<file path="config.mk">
export PLATFORM = sky130hd
export DESIGN_NAME = music_seq_ctrl
export DESIGN_NICKNAME = d
export VERILOG_FILES = /design/src/rtl/music_seq_ctrl_pkg.sv /design/src/rtl/music_seq_ctrl_beat_tick_gen.sv /design/src/rtl/music_seq_ctrl.sv
export SDC_FILE = /design/constraint.sdc
export NUM_CORES = 1
export LEC_CHECK = 0
export ABC_AREA = 1
export ABC_CLOCK_PERIOD_IN_PS = 2000
export BUFFER_PORTS_ARGS = -buffer_cell sky130_fd_sc_hd__buf_2
export CORE_UTILIZATION = 54
export CTS_CLUSTER_SIZE = 40
export DETAILED_ROUTE_END_ITERATION = 6
export PLACE_DENSITY_LB_ADDON = 0.3
export SETUP_SLACK_MARGIN = 0.02
export SLEW_MARGIN = 20
export SYNTH_ARGS = -nofsm -noshare
export SYNTH_HDL_FRONTEND = slang
export SYNTH_HIERARCHICAL = 1
export SYNTH_SLANG_ARGS = --single-unit
</file>
<file path="constraint.sdc">
create_clock -name clk -period 2 [get_ports clk]
set_clock_uncertainty 0.1 [all_clocks]
set_input_delay 0.3 -clock clk [delete_from_list [all_inputs] [get_ports clk]]
set_output_delay 0.3 -clock clk [all_outputs]
set_load 0.01 [all_outputs]
</file>
<file path="src/rtl/music_seq_ctrl_pkg.sv">
// Shared constants for the music sequencer: state codes, song length table,
// silence tone and note periods (100 MHz clock cycles per half period).
package music_pkg;

  typedef logic [1:0] state_t;

  localparam state_t ST_IDLE  = 2'd0;
  localparam state_t ST_PLAY  = 2'd1;
  localparam state_t ST_PAUSE = 2'd2;
  localparam state_t ST_FIN   = 2'd3;

  // Song 0 is the "don't move" cue; song 3 is an unused empty slot.
  localparam int SONG_LEN [0:3] = '{112, 64, 48, 0};

  localparam int SILENCE_TONE = 50_000_000;

  localparam int CLK_HZ  = 100_000_000;
  localparam int NOTE_C4 = CLK_HZ / (2 * 262);
  localparam int NOTE_D4 = CLK_HZ / (2 * 294);
  localparam int NOTE_E4 = CLK_HZ / (2 * 330);
  localparam int NOTE_F4 = CLK_HZ / (2 * 349);
  localparam int NOTE_G4 = CLK_HZ / (2 * 392);
  localparam int NOTE_A4 = CLK_HZ / (2 * 440);
  localparam int NOTE_B4 = CLK_HZ / (2 * 494);
  localparam int NOTE_C5 = CLK_HZ / (2 * 523);

  function automatic int song_len(input logic [1:0] id);
    return SONG_LEN[id];
  endfunction

endpackage

</file>
<file path="src/rtl/music_seq_ctrl_beat_tick_gen.sv">
// Beat divider: counts 0..BEAT_DIV-1 while enabled and flags the last count.
// clr has priority over en so a restart always begins a fresh beat.
module beat_tick_gen #(
  parameter int BEAT_DIV = 12_500_000
) (
  input  logic clk,
  input  logic rst,
  input  logic en,
  input  logic clr,
  output logic tick
);

  localparam int CW = (BEAT_DIV > 1) ? $clog2(BEAT_DIV) : 1;
  localparam logic [CW-1:0] LAST = CW'(BEAT_DIV - 1);

  logic [CW-1:0] div_cnt;

  assign tick = en && (div_cnt == LAST);

  always_ff @(posedge clk) begin
    if (rst) begin
      div_cnt <= '0;
    end else if (clr) begin
      div_cnt <= '0;
    end else if (en) begin
      if (div_cnt == LAST) div_cnt <= '0;
      else                 div_cnt <= div_cnt + CW'(1);
    end
  end

endmodule

</file>
<file path="src/rtl/music_seq_ctrl.sv">
// Beat sequencer for the song ROMs: start/stop/pause control and beat index.
// Define MUSIC_LOOP_EN to add the loop input that wraps songs seamlessly.
module music_seq_ctrl
  import music_pkg::*;
#(
  parameter int BEAT_DIV = 12_500_000,
  parameter int BEAT_W   = 12
) (
  input  logic              clk,
  input  logic              rst,
  input  logic              start,
  input  logic [1:0]        song_id,
  input  logic              stop,
  input  logic              pause,
`ifdef MUSIC_LOOP_EN
  input  logic              loop,
`endif
  output logic [BEAT_W-1:0] ibeatNum,
  output logic [1:0]        song_sel,
  output logic              playing,
  output logic              mute,
  output logic              done
);

  state_t            state_q, state_d;
  logic [BEAT_W-1:0] beat_d;
  logic [1:0]        sel_d;
  logic              tick;
  logic              start_ok;
  logic              loop_now;
  logic              div_en;
  logic              div_clr;

`ifdef MUSIC_LOOP_EN
  assign loop_now = loop;
`else
  assign loop_now = 1'b0;
`endif

  // A start is ignored in FIN and for empty songs.
  assign start_ok = start && (song_len(song_id) != 0) && (state_q != ST_FIN);

  // The divider freezes on the pause cycle itself so the held count is exact.
  assign div_en  = (state_q == ST_PLAY) && !pause;
  assign div_clr = stop || start_ok;

  beat_tick_gen #(
    .BEAT_DIV(BEAT_DIV)
  ) u_tick (
    .clk (clk),
    .rst (rst),
    .en  (div_en),
    .clr (div_clr),
    .tick(tick)
  );

  always_comb begin
    state_d = state_q;
    beat_d  = ibeatNum;
    sel_d   = song_sel;
    if (stop) begin
      state_d = ST_IDLE;
      beat_d  = '0;
    end else if (start_ok) begin
      state_d = ST_PLAY;
      beat_d  = '0;
      sel_d   = song_id;
    end else begin
      case (state_q)
        ST_PLAY: begin
          if (pause) begin
            state_d = ST_PAUSE;
          end else if (tick) begin
            if (int'(ibeatNum) < song_len(song_sel) - 1) beat_d = ibeatNum + BEAT_W'(1);
            else if (loop_now)                          beat_d = '0;
            else                                        state_d = ST_FIN;
          end
        end
        ST_PAUSE: if (!pause) state_d = ST_PLAY;
        ST_FIN:   state_d = ST_IDLE;
        default:  ;
      endcase
    end
  end

  // Status outputs are registered from the next state so they align with it.
  always_ff @(posedge clk) begin
    if (rst) begin
      state_q  <= ST_IDLE;
      ibeatNum <= '0;
      song_sel <= 2'd0;
      playing  <= 1'b0;
      mute     <= 1'b1;
      done     <= 1'b0;
    end else begin
      state_q  <= state_d;
      ibeatNum <= beat_d;
      song_sel <= sel_d;
      playing  <= (state_d == ST_PLAY);
      mute     <= (state_d != ST_PLAY);
      done     <= (state_d == ST_FIN);
    end
  end

endmodule

</file>
# After elaboration in Yosys (flattened, before gate mapping)
# Cells that the tools add are included.
# W data, S select, Z words.
[op_classes]
n_reduce_logical = 11
n_eq_ne = 8
bitwise = 4
muxes = 14
order_cmp = 3
n_addsub = 3
[ops]
columns = ["cell", "count"]
rows = [
  ["$bmux W32 S2", 2],
  ["$mux W32", 4],
  ["$lt A13 B32 Y1", 1],
  ["$reduce_bool A32 Y1", 1],
  ["$sub A32 B2 Y32 const B", 1],
  ["$add A24 B1 Y24 const B", 1],
  ["$eq A24 B24 Y1 const B", 1],
  ["$mux W24", 1],
  ["$add A12 B1 Y12 const B", 1],
  ["$mux W2", 6],
  ["$eq A2 B2 Y1 const B", 3],
  ["$ge A3 B3 Y1 const B", 2],
  ["$not A2 Y3", 2],
  ["$pmux W2 S3", 1],
  ["$eq A2 B1 Y1 const B", 2],
  ["$logic_and A1 B1 Y1", 4],
  ["$reduce_and A4 Y1", 1],
  ["$reduce_or A3 Y1", 1],
  ["$ne A2 B1 Y1 const B", 1],
  ["$ne A2 B2 Y1 const B", 1],
  ["$not A1 Y1", 2],
  ["$reduce_and A2 Y1", 1],
  ["$reduce_or A2 Y1", 1],
  ["$logic_not A1 Y1", 1],
  ["$logic_or A1 B1 Y1", 1],
]
[totals]
reg_bits = 43
out_inout_bits = 17
word_cells = 50

# Depth between registers and ports, before layout
[logic_depth]
ltp_word = 13
depth_mapped = 15

# Cells and area by module
# The synthesis kept the hierarchy.
[by_module_without_submodules]
columns = ["mod", "seq_area_each_um2", "instances", "area_each_um2", "cells_each"]
rows = [
  ["beat_tick_gen", 480.5, 1, 1362.6, 198],
  ["music_seq_ctrl", 380.4, 1, 1285.0, 182],
]

# Worst setup path before layout
# No wires, ideal clock.
[synth_path]
path_kind = "register -> register"
startpoint = "register song_sel[0]"
endpoint = "register ibeatNum[10]"
arrival_ns = 2.048
period_less_slack_ns = 2.219
n_path_buf = 1
stages_incl_launch_ff = 15
setup_slack_ns = -0.219
cell_sequence = "dfxtp_1 -> inv_1 -> ha_1 -> or2_2 -> ha_1 -> nand2_1 -> nor2_1 -> nand2_1 -> nand2_1 -> nand2_1 -> nand3_2 -> nand2_4 -> buf_2 -> nand3_1 -> a21oi_2"
[synth_via]
elab_chain_len = 7
[synth_lines]
columns = ["item", "line_no", "text"]
rows = [
  ["start: declaration", "music_seq_ctrl.sv:19", "output logic [1:0] song_sel,"],
  ["start signal: assignment", "music_seq_ctrl.sv:98", "song_sel <= sel_d;"],
  ["$not A2 Y3 (implied by the code)", "music_seq_ctrl_pkg.sv:28", "return SONG_LEN[id];"],
  ["$bmux W32 S2", "music_seq_ctrl_pkg.sv:28", ""],
  ["$mux W32 (implied by the code) (2 in a row)", "music_seq_ctrl_pkg.sv:28", ""],
  ["$sub A32 B2 Y32", "music_seq_ctrl.sv:74", "if (int'(ibeatNum) < song_len(song_sel) - 1) beat_d = ibeatNum + BEAT_W'(1);"],
  ["$lt A13 B32 Y1", "music_seq_ctrl.sv:74", ""],
  ["$reduce_and A4 Y1 (no line)", "--", ""],
  ["end signal: assignment", "music_seq_ctrl.sv:97", "ibeatNum <= beat_d;"],
  ["end: declaration", "music_seq_ctrl.sv:18", "output logic [BEAT_W-1:0] ibeatNum,"],
]
# No other way between the ends. The select of a mux whose other input is x is not followed.
# A chain may end at the register's enable or synchronous reset.

# Worst setup path in the final report
[layout_path]
startpoint = "register song_sel[1]"
endpoint = "register playing"
[layout_via]
elab_chain_len = 13
[layout_lines]
columns = ["item", "line_no", "text"]
rows = [
  ["$not A2 Y3 (implied by the code)", "music_seq_ctrl_pkg.sv:28", ""],
  ["$bmux W32 S2", "music_seq_ctrl_pkg.sv:28", ""],
  ["$mux W32 (implied by the code) (2 in a row)", "music_seq_ctrl_pkg.sv:28", ""],
  ["$sub A32 B2 Y32", "music_seq_ctrl.sv:74", ""],
  ["$lt A13 B32 Y1", "music_seq_ctrl.sv:74", ""],
  ["$mux W2", "music_seq_ctrl.sv:74", ""],
  ["$mux W2", "music_seq_ctrl.sv:73", "end else if (tick) begin"],
  ["$mux W2", "music_seq_ctrl.sv:71", "if (pause) begin"],
  ["$pmux W2 S3", "music_seq_ctrl.sv:69", "case (state_q)"],
  ["$mux W2", "music_seq_ctrl.sv:64", "end else if (start_ok) begin"],
  ["$mux W2", "music_seq_ctrl.sv:61", "if (stop) begin"],
  ["$eq A2 B1 Y1", "music_seq_ctrl.sv:99", "playing <= (state_d == ST_PLAY);"],
  ["end signal: assignment", "music_seq_ctrl.sv:99", ""],
  ["end: declaration", "music_seq_ctrl.sv:20", "output logic playing,"],
]
# No other way between the ends. The select of a mux whose other input is x is not followed.

==> impl_metrics.yaml <==
outcome:
  outcome: "complete, but fails checks"
  violations: "setup timing"
floorplan:
  start_util: 0.561
  num_rows: 25
  ios: 24
  die_y_um: 72.0
  die_w_um: 72.0
  core_area_sq_um: 4720
  die-area_sq_um: 5190
timing:
  layout_setup_ws_ps: -220
  tightest_slew_ps: 328
  drv_slew: 0
  finalCriticalPeriod_ps: 2220
  fin_tns_setup_ps: -2910
  min_period_over_period: 1.11
  slew_headroom: 0.781
  max_freq_ghz: 0.451
  hold_viol_final: 0
  rsz0062_at_grt: "true"
  setup_viol: 16
critical_path:
  r2r-end: "playing"
  r2r_start: "song_sel[1]"
  cp-start-kind: "flip-flop"
  crit_type: "reg2reg"
  arrival_ps: 2330
  max_stage_delay_ps: 420
  path_cells: "inv_4 -> ha_4 -> or2_4 -> ha_4 -> nand2_2 -> nor2_2 -> nand2_1 -> nand2_1 -> nand2_2 -> nand3_4 -> buf_6 -> nand3_4 -> nand2_4 -> nand2_2 -> nand2_2 -> inv_2"
  crit_end: "playing"
  r2r_slack_ps: -220
  crit_cells: 16
  required_ps: 2110
  worst-r2r-cell-count: 16
  endpoint_kind: "flip-flop"
  worstPathMaxFanout: 5
  timing.critical_path.from: "song_sel[1]"
  worst-path-buf-inv: 3
  path_common_cell: "nand2_2"
  crit_slowest_cell: "dfxtp_4"
  critPathTopFamily: "simple AND/OR/NAND/NOR gates"
pwr:
  leakagePower_uw: 0.00128
  ir_worst_vdd_uv: 266
  p_per_area_nw_per_um2: 453
clocking:
  htreeDepth: 2
  cts_sinks: 43
  cts_buffers: 5
  clk_root_buffer_cell: "clkbuf_8"
  cts_tree: "built"
  clk_latency_ps: 300
  clk_pin_slew_worst_paths_ps: 90
  cts-hold-fix-buffers: 0
  clock_path_buffers: 2
drt:
  detail_route.wl_per_cell_um: 12.5
  drtAntennaViolNets: 0
  drc_errors: 0
  vias_per_cell: 5.08
  first_pass_iters: 4
  vias: 2570
  drt_iter0_markers: 179
  routed_wl_mm: 6.32
final_layout:
  antenna_cells: 0
  post_route_cells_drive_above_1_share: 0.353
  fin_util: 0.720
  nNetsFinal: 458
  num-fill-cells: 360
  areaGrowthSynthToFinish_pct: 28.5
logic_synthesis:
  synth.yosys.seq_area_share: 0.325
  syn_avg_cell_area_sq_um: 6.97
  ys_ff_latch: 43
  syn_inst: 380
  mappedNetlistNets: 400
  synth.distinct_cells: 32
  netlist_area_sq_um: 2650
  synth_warnings: 6
placement:
  hpwl_mm: 4.52
  routabilityCongestion: 0.908
  portBuffers: 23
hold_path:
  hold_class: "in2reg"
global_route:
  grt_overflow: 0
  grt_antenna_before_repair: 0
  grt_max_degree: 15
  gr-usage-all-layers: 0.249
  grt_pass1_vias: 2408
  grt_first_pass_wirelength_mm: 10.2
run:
  drv_cap: 0
[Yosys cell counts, drive strengths merged]
cell     n  area [sq um]
nand2   99           404
nor2    74           345
dfxtp   43           861
inv     43           161
nand3   35           185
a21oi   19           133
ha      13           163
nor3    12          80.1
xor2    12           105
o21ai    5          36.3
xnor2    5          43.8
buf      4          32.5
nand4    3          18.8
a31oi    2          12.5
clkbuf   2          7.51
clkinv   2          7.51
nand3b   2          15.0
mux2i    1          10.0
nor4     1          6.26
o21bai   1          7.51
o22ai    1          6.26
or2      1          6.26
[kinds of logic (layout without fill, tap and decap cells)]
group           Yosys count  in the layout  synth area share
flops                    43             43             0.325
xor+xnor                 17             17            0.0562
compound gates           28             28            0.0737
fa+ha+maj                13             13            0.0614
mux                       1              1           0.00378
simple gates            227            228             0.401
buf+inv                  51            109            0.0789
[per-layer routing]
layer	track usage	share of wire	up-vias
met3	0.0472	0.038	12
met1	0.280	0.44	1177
met4	0.0850	0.020	0
met2	0.466	0.50	63
li1	-	-	1318
met5	0	0	-
[cell type report]
cell class | instances | area, sq um | share of cell area
well taps | 67 | 83.8 | 0.0246
inverters | 45 | 174 | 0.0511
repair buffers | 56 | 387 | 0.114
flip-flops and latches | 43 | 871 | 0.256
clock buffers | 5 | 68.8 | 0.0202
multi-input cells | 287 | 1800 | 0.529
clock inverters | 3 | 20.0 | 0.00588
[stage by stage]
stage	hold slack (ps)	worst slack [ps]	cell area (sq um)	cells	power, uW
floorplan	276	-49.8	2720	380	942
global route	129	-317	3400	506	1600
finish	117	-220	3400	506	1540
detailed placement	414	-137	3090	495	978
global placement	405	-75.1	3090	495	976
CTS	105	-117	3290	506	1540
[placed cells by master, fill, tap and decap left out, types with 12 or more instances in the layout]
cell type  synthesis  layout
buf_4              0      29
nor2_1            61      57
inv_1             35      31
nand3_1           33      25
dfxtp_1           43      39
nand2_2            7      23
buf_2              2      23
nand2_1           90      73
xor2_1            12      12
[report_power, final]
part           internal, uW  leakage [uW]  switching (uW)  total (uW)
clock network           243     0.0000402             314         557
logic                  45.9      0.000892            68.1         114
registers               860      0.000349            8.55         869
[registers in the layout, indices dropped and copies added, names as in the netlist]
register and flops:
u_tick/div_cnt 24, done 1, playing 1, ibeatNum 12, mute 1, state_q 2
song_sel 2
[worst min path at each step]
| stage | start | depth (start not counted) | to | slack, ps |
|---|---|---|---|---|
| CTS | rst | 2 | state_q[0] | 100 |
| global route | rst | 2 | state_q[0] | 130 |
| detailed placement | ibeatNum[3] | 2 | ibeatNum[3] | 410 |
| finish | rst | 2 | state_q[0] | 120 |
| floorplan | rst | 1 | state_q[0] | 280 |
| global placement | u_tick/div_cnt[19] | 2 | u_tick/div_cnt[19] | 400 |
[repair_timing]
item,4_1_cts,5_1_grt
endpoints found under the hold margin,0,0
setup buffers,2,0
cloned,1,0
pin swaps,13,15
endpoints found under the setup margin,16,17
resized for setup,15,24
Note: power is estimated with default switching activity, not from simulation.
